--- src/rtl/bp_pkg.sv ---
// Shared types and constants for the branch-predictor update sequencer.
// Holds the default table index width, the 2-bit counter encodings, the
// controller state enum and the queued-update entry layout.
package bp_pkg;

  localparam int BP_INDEX_SIZE = 8;

  localparam logic [1:0] CTR_SNT = 2'd0;
  localparam logic [1:0] CTR_WNT = 2'd1;
  localparam logic [1:0] CTR_WT  = 2'd2;
  localparam logic [1:0] CTR_ST  = 2'd3;

  // Invalidated entries start out weakly not-taken.
  localparam logic [1:0] CTR_SWEEP_INIT = CTR_WNT;

  typedef enum logic {SWEEP, RUN} bpState_t;

  typedef struct packed {
    logic [31:0] pc;
    logic [31:0] target;
    logic        taken;
  } updEntry_t;

  // Saturating step of a 2-bit counter toward the resolved direction.
  function automatic logic [1:0] ctrNext(input logic [1:0] ctr, input logic taken);
    logic [1:0] res;
    res = ctr;
    if (taken) begin
      case (ctr)
        CTR_SNT: res = CTR_WNT;
        CTR_WNT: res = CTR_WT;
        CTR_WT:  res = CTR_ST;
        default: res = CTR_ST;
      endcase
    end else begin
      case (ctr)
        CTR_ST:  res = CTR_WT;
        CTR_WT:  res = CTR_WNT;
        CTR_WNT: res = CTR_SNT;
        default: res = CTR_SNT;
      endcase
    end
    return res;
  endfunction

endpackage

--- src/rtl/bp_upd_fifo.sv ---
// Small synchronous FIFO of pending predictor updates.
// A push is accepted when there is room or when the same cycle pops, so a
// full queue that is draining never loses an entry. The head is always
// visible combinationally; there is no bypass from push to head.
import bp_pkg::*;

module bp_upd_fifo #(
  parameter int DEPTH = 4
) (
  input  logic      clk,
  input  logic      reset,
  input  logic      push,
  input  logic      pop,
  input  updEntry_t pushData,
  output updEntry_t head,
  output logic      full,
  output logic      empty
);

  localparam int PW = $clog2(DEPTH);
  localparam logic [PW-1:0] PTR_ONE  = PW'(1);
  localparam logic [PW:0]   CNT_ONE  = (PW+1)'(1);
  localparam logic [PW:0]   FULL_CNT = (PW+1)'(DEPTH);

  updEntry_t     mem [DEPTH];
  logic [PW-1:0] wrPtr;
  logic [PW-1:0] rdPtr;
  logic [PW:0]   count;
  logic          pushOk;
  logic          popOk;

  assign popOk  = pop && !empty;
  assign pushOk = push && (!full || popOk);
  assign full   = (count == FULL_CNT);
  assign empty  = (count == '0);
  assign head   = mem[rdPtr];

  // Pointer and occupancy bookkeeping; reset empties the queue.
  always_ff @(posedge clk) begin
    if (reset) begin
      wrPtr <= '0;
      rdPtr <= '0;
      count <= '0;
    end else begin
      if (pushOk) wrPtr <= wrPtr + PTR_ONE;
      if (popOk)  rdPtr <= rdPtr + PTR_ONE;
      case ({pushOk, popOk})
        2'b10:   count <= count + CNT_ONE;
        2'b01:   count <= count - CNT_ONE;
        default: count <= count;
      endcase
    end
  end

  // Entry storage; contents beyond the pointers are don't-care, so no reset.
  always_ff @(posedge clk) begin
    if (pushOk) mem[wrPtr] <= pushData;
  end

endmodule

--- src/rtl/bp_update_ctrl.sv ---
// Branch-predictor table update sequencer.
// Sweeps every table entry invalid after reset and on a flush request, then
// drains queued branch resolutions one per cycle as counter read-modify-
// writes through the single table write port. The sweep owns the port.
// Optional build macro BP_UPD_STATS_EN: when defined, DropCount counts pushes
// lost to a full queue (saturating at 255); otherwise DropCount is tied to 0.
import bp_pkg::*;

module bp_update_ctrl #(
  parameter int INDEX_SIZE = BP_INDEX_SIZE,
  parameter int FIFO_DEPTH = 4
) (
  input  logic                     clk,
  input  logic                     reset,
  input  logic                     BranchResolved,
  input  logic                     BranchTaken,
  input  logic [31:0]              ResolvedBranchPC,
  input  logic [31:0]              ActualBranchTarget,
  input  logic                     FlushReq,
  output logic [INDEX_SIZE-1:0]    CtrRdIdx,
  input  logic [1:0]               CtrRdData,
  output logic                     TblWe,
  output logic [INDEX_SIZE-1:0]    TblIdx,
  output logic [31-INDEX_SIZE:0]   TblTag,
  output logic [31:0]              TblTarget,
  output logic [1:0]               TblCounter,
  output logic                     TblValid,
  output logic                     Ready,
  output logic                     QueueFull,
  output logic                     FlushDone,
  output logic [7:0]               DropCount
);

  localparam logic [INDEX_SIZE-1:0] IDX_ONE = INDEX_SIZE'(1);

  bpState_t              state;
  bpState_t              stateNext;
  logic [INDEX_SIZE-1:0] sweepIdx;
  logic [INDEX_SIZE-1:0] sweepIdxNext;
  logic                  flushSweep;
  logic                  flushSweepNext;
  logic                  fifoPop;
  logic                  fifoFull;
  logic                  fifoEmpty;
  updEntry_t             pushEntry;
  updEntry_t             headEntry;

  assign pushEntry = '{pc: ResolvedBranchPC, target: ActualBranchTarget, taken: BranchTaken};
  assign CtrRdIdx  = headEntry.pc[INDEX_SIZE-1:0];
  assign QueueFull = fifoFull;

  bp_upd_fifo #(
    .DEPTH(FIFO_DEPTH)
  ) updFifo (
    .clk      (clk),
    .reset    (reset),
    .push     (BranchResolved),
    .pop      (fifoPop),
    .pushData (pushEntry),
    .head     (headEntry),
    .full     (fifoFull),
    .empty    (fifoEmpty)
  );

  // State register: reset always restarts a non-flush sweep at index 0.
  always_ff @(posedge clk) begin
    if (reset) begin
      state      <= SWEEP;
      sweepIdx   <= '0;
      flushSweep <= 1'b0;
    end else begin
      state      <= stateNext;
      sweepIdx   <= sweepIdxNext;
      flushSweep <= flushSweepNext;
    end
  end

  // Next state and write-port drive; outputs are held quiet while reset is high.
  always_comb begin
    stateNext      = state;
    sweepIdxNext   = sweepIdx;
    flushSweepNext = flushSweep;
    fifoPop        = 1'b0;
    TblWe          = 1'b0;
    TblIdx         = '0;
    TblTag         = '0;
    TblTarget      = '0;
    TblCounter     = CTR_SNT;
    TblValid       = 1'b0;
    Ready          = 1'b0;
    FlushDone      = 1'b0;

    case (state)
      SWEEP: begin
        TblWe        = 1'b1;
        TblIdx       = sweepIdx;
        TblCounter   = CTR_SWEEP_INIT;
        sweepIdxNext = sweepIdx + IDX_ONE;
        if (sweepIdx == '1) begin
          stateNext      = RUN;
          FlushDone      = flushSweep;
          flushSweepNext = 1'b0;
        end
      end
      RUN: begin
        Ready = 1'b1;
        if (!fifoEmpty) begin
          fifoPop    = 1'b1;
          TblWe      = 1'b1;
          TblIdx     = headEntry.pc[INDEX_SIZE-1:0];
          TblTag     = headEntry.pc[31:INDEX_SIZE];
          TblTarget  = headEntry.target;
          TblCounter = ctrNext(CtrRdData, headEntry.taken);
          TblValid   = 1'b1;
        end
        if (FlushReq) begin
          stateNext      = SWEEP;
          sweepIdxNext   = '0;
          flushSweepNext = 1'b1;
        end
      end
      default: begin
        stateNext    = SWEEP;
        sweepIdxNext = '0;
      end
    endcase

    if (reset) begin
      fifoPop   = 1'b0;
      TblWe     = 1'b0;
      Ready     = 1'b0;
      FlushDone = 1'b0;
    end
  end

`ifdef BP_UPD_STATS_EN
  logic [7:0] dropCnt;
  logic       dropNow;

  assign dropNow   = BranchResolved && fifoFull && !fifoPop;
  assign DropCount = dropCnt;

  // Count pushes turned away by a full queue, sticking at 255.
  always_ff @(posedge clk) begin
    if (reset) begin
      dropCnt <= 8'd0;
    end else if (dropNow && (dropCnt != 8'hFF)) begin
      dropCnt <= dropCnt + 8'd1;
    end
  end
`else
  assign DropCount = 8'd0;
`endif

endmodule
--- config.mk ---
export PLATFORM = sky130hd
export DESIGN_NAME = bp_update_ctrl
export DESIGN_NICKNAME = d
export VERILOG_FILES = /design/src/rtl/bp_pkg.sv /design/src/rtl/bp_upd_fifo.sv /design/src/rtl/bp_update_ctrl.sv
export SDC_FILE = /design/constraint.sdc
export NUM_CORES = 1
export LEC_CHECK = 0
export ABC_AREA = 0
export BUFFER_PORTS_ARGS = -buffer_cell sky130_fd_sc_hd__buf_2
export CAP_MARGIN = 15
export CELL_PAD_IN_SITES_DETAIL_PLACEMENT = 0
export CELL_PAD_IN_SITES_GLOBAL_PLACEMENT = 1
export CORE_MARGIN = 2
export CORE_UTILIZATION = 49
export DETAILED_ROUTE_END_ITERATION = 16
export PLACE_DENSITY = 0.82
export REMOVE_ABC_BUFFERS = 1
export SLEW_MARGIN = 40
export SYNTH_ARGS = -nofsm -noshare
export SYNTH_HDL_FRONTEND = slang
export SYNTH_HIERARCHICAL = 1
export SYNTH_SLANG_ARGS = --single-unit
--- constraint.sdc ---
create_clock -name clk -period 4.9 [get_ports clk]
set_input_delay 0.98 -clock clk [delete_from_list [all_inputs] [get_ports clk]]
set_output_delay 0.98 -clock clk [all_outputs]
set_load 0.02 [all_outputs]
==> impl_metrics.ini <==
[outcome]
outcome = finished clean

[synth]
ys_top_cells_by_area = edfxtp_1, mux4_2, and2_1, dfxtp_1, buf_4
ys_ff_latch = 279
yosys.area.top_type = edfxtp_1
synth_edf_count = 260
avgSynthCellArea_sq_um = 19.6
synth_ff_type = edfxtp_1
yosysSeqAreaShare_pct = 74.6
synth_top_area_share_pct = 71.1
syn_inst = 561
ys_async_sr_fraction_pct = 0
synth_cell_types = 47
syn_area_sq_mm = 0.0110
ys_warn_count = 6

[sta]
finalWorstSetupSlack_ps = 1400
holdWs_ps = 535
grt_setup_unrepaired = no
slew_headroom_pct = 54.4
drv_slew = 0
fin_crit_sh_pct = 71.4
setup_viol = 0
period_needed_ps = 3500
tightest_slew_ps = 683
hold_viol_final = 0
max_freq_mhz = 286
setup-tns-final_ps = 0
fin_skew_ps = 20.3

[setup_path]
crit_buf_inv = 2
end_kind = primary output
crit_path_max_incr_delay_ps = 760
start_kind = register
required_ps = 3920
critPathKind = reg2out
crit_path_top_delay_cell = dfxtp_1
crit_chain = nand2b_1 > inv_4 > and2_1 > buf_2
cp_top_family = flip-flops
r2r_start = state
critPathLaunch = state
arrival_ps = 2520
crit_fanout = 65

[cts]
cts_resized = 0
clk_latency_ps = 540
cts_root_buffer = clkbuf_16
clock_path_buffers = 3
clk_pin_slew_worst_paths_ps = 60
clock_sinks = 279
tritoncts = yes
numCtsBuffers = 27
postCtsSetupBuffers = 0
holdBufCountCts = 0
htree_levels = 1

[power_and_ir_drop]
power_mw = 5.02
ir_drop_mv = 0.326
p_leak_nw = 4.57
power_density_mw_per_mm2 = 387

[finish]
final_common_cell = edfxtp_1
syn2layout_area_growth_pct = 18.3
final_area_sq_mm = 0.0130
final_cell_mix = edfxtp_1, buf_2, mux4_2
drive_above_1_share_pct = 36.9
fillers = 1626
final_net_count = 798

[global_routing]
grtUsageTotal_pct = 17.8
grt_pass1_vias = 5872
grt_pass1_wl_mm = 32.9
grt_max_degree = 66
antenna_found_initial = 6
overflow = 0

[place]
gp_congestion = 0.779
portBuffers = 149
hpwlAfterDp_mm = 13.3
place_area_sq_mm = 0.0121
pre_cts_slack_ps = 1490

[route]
ant_nets = 0
drt_wl_total_mm = 21.1
initialDrtViolationCount = 436
wl_per_cell_um = 20.5
drc = 0
vias_per_cell = 5.42
drtPass1Iterations = 4
vias = 5564

[floorplan]
core_area_sq_mm = 0.0219
die_area_sq_mm = 0.0236
dieHeight_um = 154
io_pins = 158
die_w_um = 154
row_count = 54
start_util_pct = 50.2

[hold_path]
hold_class = reg2reg
worstHoldStart = sweepIdx[7]

[job]
maxCapViolCount = 0
-- worst register-to-register path, stage by stage, from the launching register on --
cell,delay [ps]
dfxtp_1,760
nand2b_1,240
nor2_1,400
nor4b_2,120
nor2b_1,410
and2_4,610
buf_12,300
-- kinds of logic after synthesis --
family / synth area share [%]
AO/OA/AOI/OAI: 1.75
XOR/XNOR: 0.399
adder cells (fa/ha/maj): 0.843
buffers and inverters: 2.42
flip-flops: 74.6
multiplexers: 13.6
other: 0.0341
AND/OR/NAND/NOR: 6.37
-- final timing paths --
| path | cells after the start | slack [ps] | endpoint |
|---|---|---|---|
| worst max-delay path | 4 | 1400 | TblTarget[31] |
| worst min-delay path | 2 | 540 | sweepIdx[7] |
| worst max register to register | 6 | 1730 | updFifo/mem[2][52] |
| worst min register to register | 2 | 540 | sweepIdx[7] |
-- cell type report --
type | instances | area [sq um] | area share [%]
inverter | 16 | 62.6 | 0.482
timing repair buffer | 159 | 933 | 7.19
multi-input combinational | 238 | 2560 | 19.7
clock buffer | 32 | 694 | 5.35
clock inverter | 18 | 178 | 1.37
tap | 280 | 350 | 2.70
sequential | 279 | 8200 | 63.1
antenna | 4 | 10.0 | 0.0771
-- synthesized netlist by cell type (all sizes together), types with 2 or more instances --
cell type,number
a211oi,2
a21oi,9
a31oi,2
and2,61
and2b,2
buf,27
clkbuf,8
dfxtp,19
edfxtp,260
ha,5
inv,16
mux2,2
mux4,65
nand2,12
nand2b,7
nand3,4
nand3b,2
nand4,2
nand4b,2
nor2,13
nor2b,5
nor3,3
o211ai,2
o21ai,10
or3,2
xnor2,2
xor2,3
-- per-layer routing --
metal,share of wire (%),track usage (%),vias to the layer above
met5,0.22,0,-
met4,2.2,4.67,8
met3,5.9,3.83,36
met2,49,29.5,177
met1,43,24.4,2826
li1,-,-,2517
-- flip-flops by register name, summed over array words and instances, names as in the netlist, named ones only --
signal and count:
updFifo/mem 260, sweepIdx 8, updFifo/count 3, updFifo/rdPtr 2, updFifo/wrPtr 2, flushSweep 1
state 1
-- report_power, final --
group / switching (mW) / internal, mW
combinational: 0.143 / 0.0997
sequential: 0.0300 / 2.72
clock: 0.848 / 1.18
total: 1.02 / 4.00
-- through the flow --
stage	utilization (%)	instances
finish	59.3	1026
global route	59.3	1023
CTS	59.2	1021
detailed placement	55.2	971
global placement	54.6	964
floorplan	-	533
Note: power is estimated with default switching activity, not from simulation.
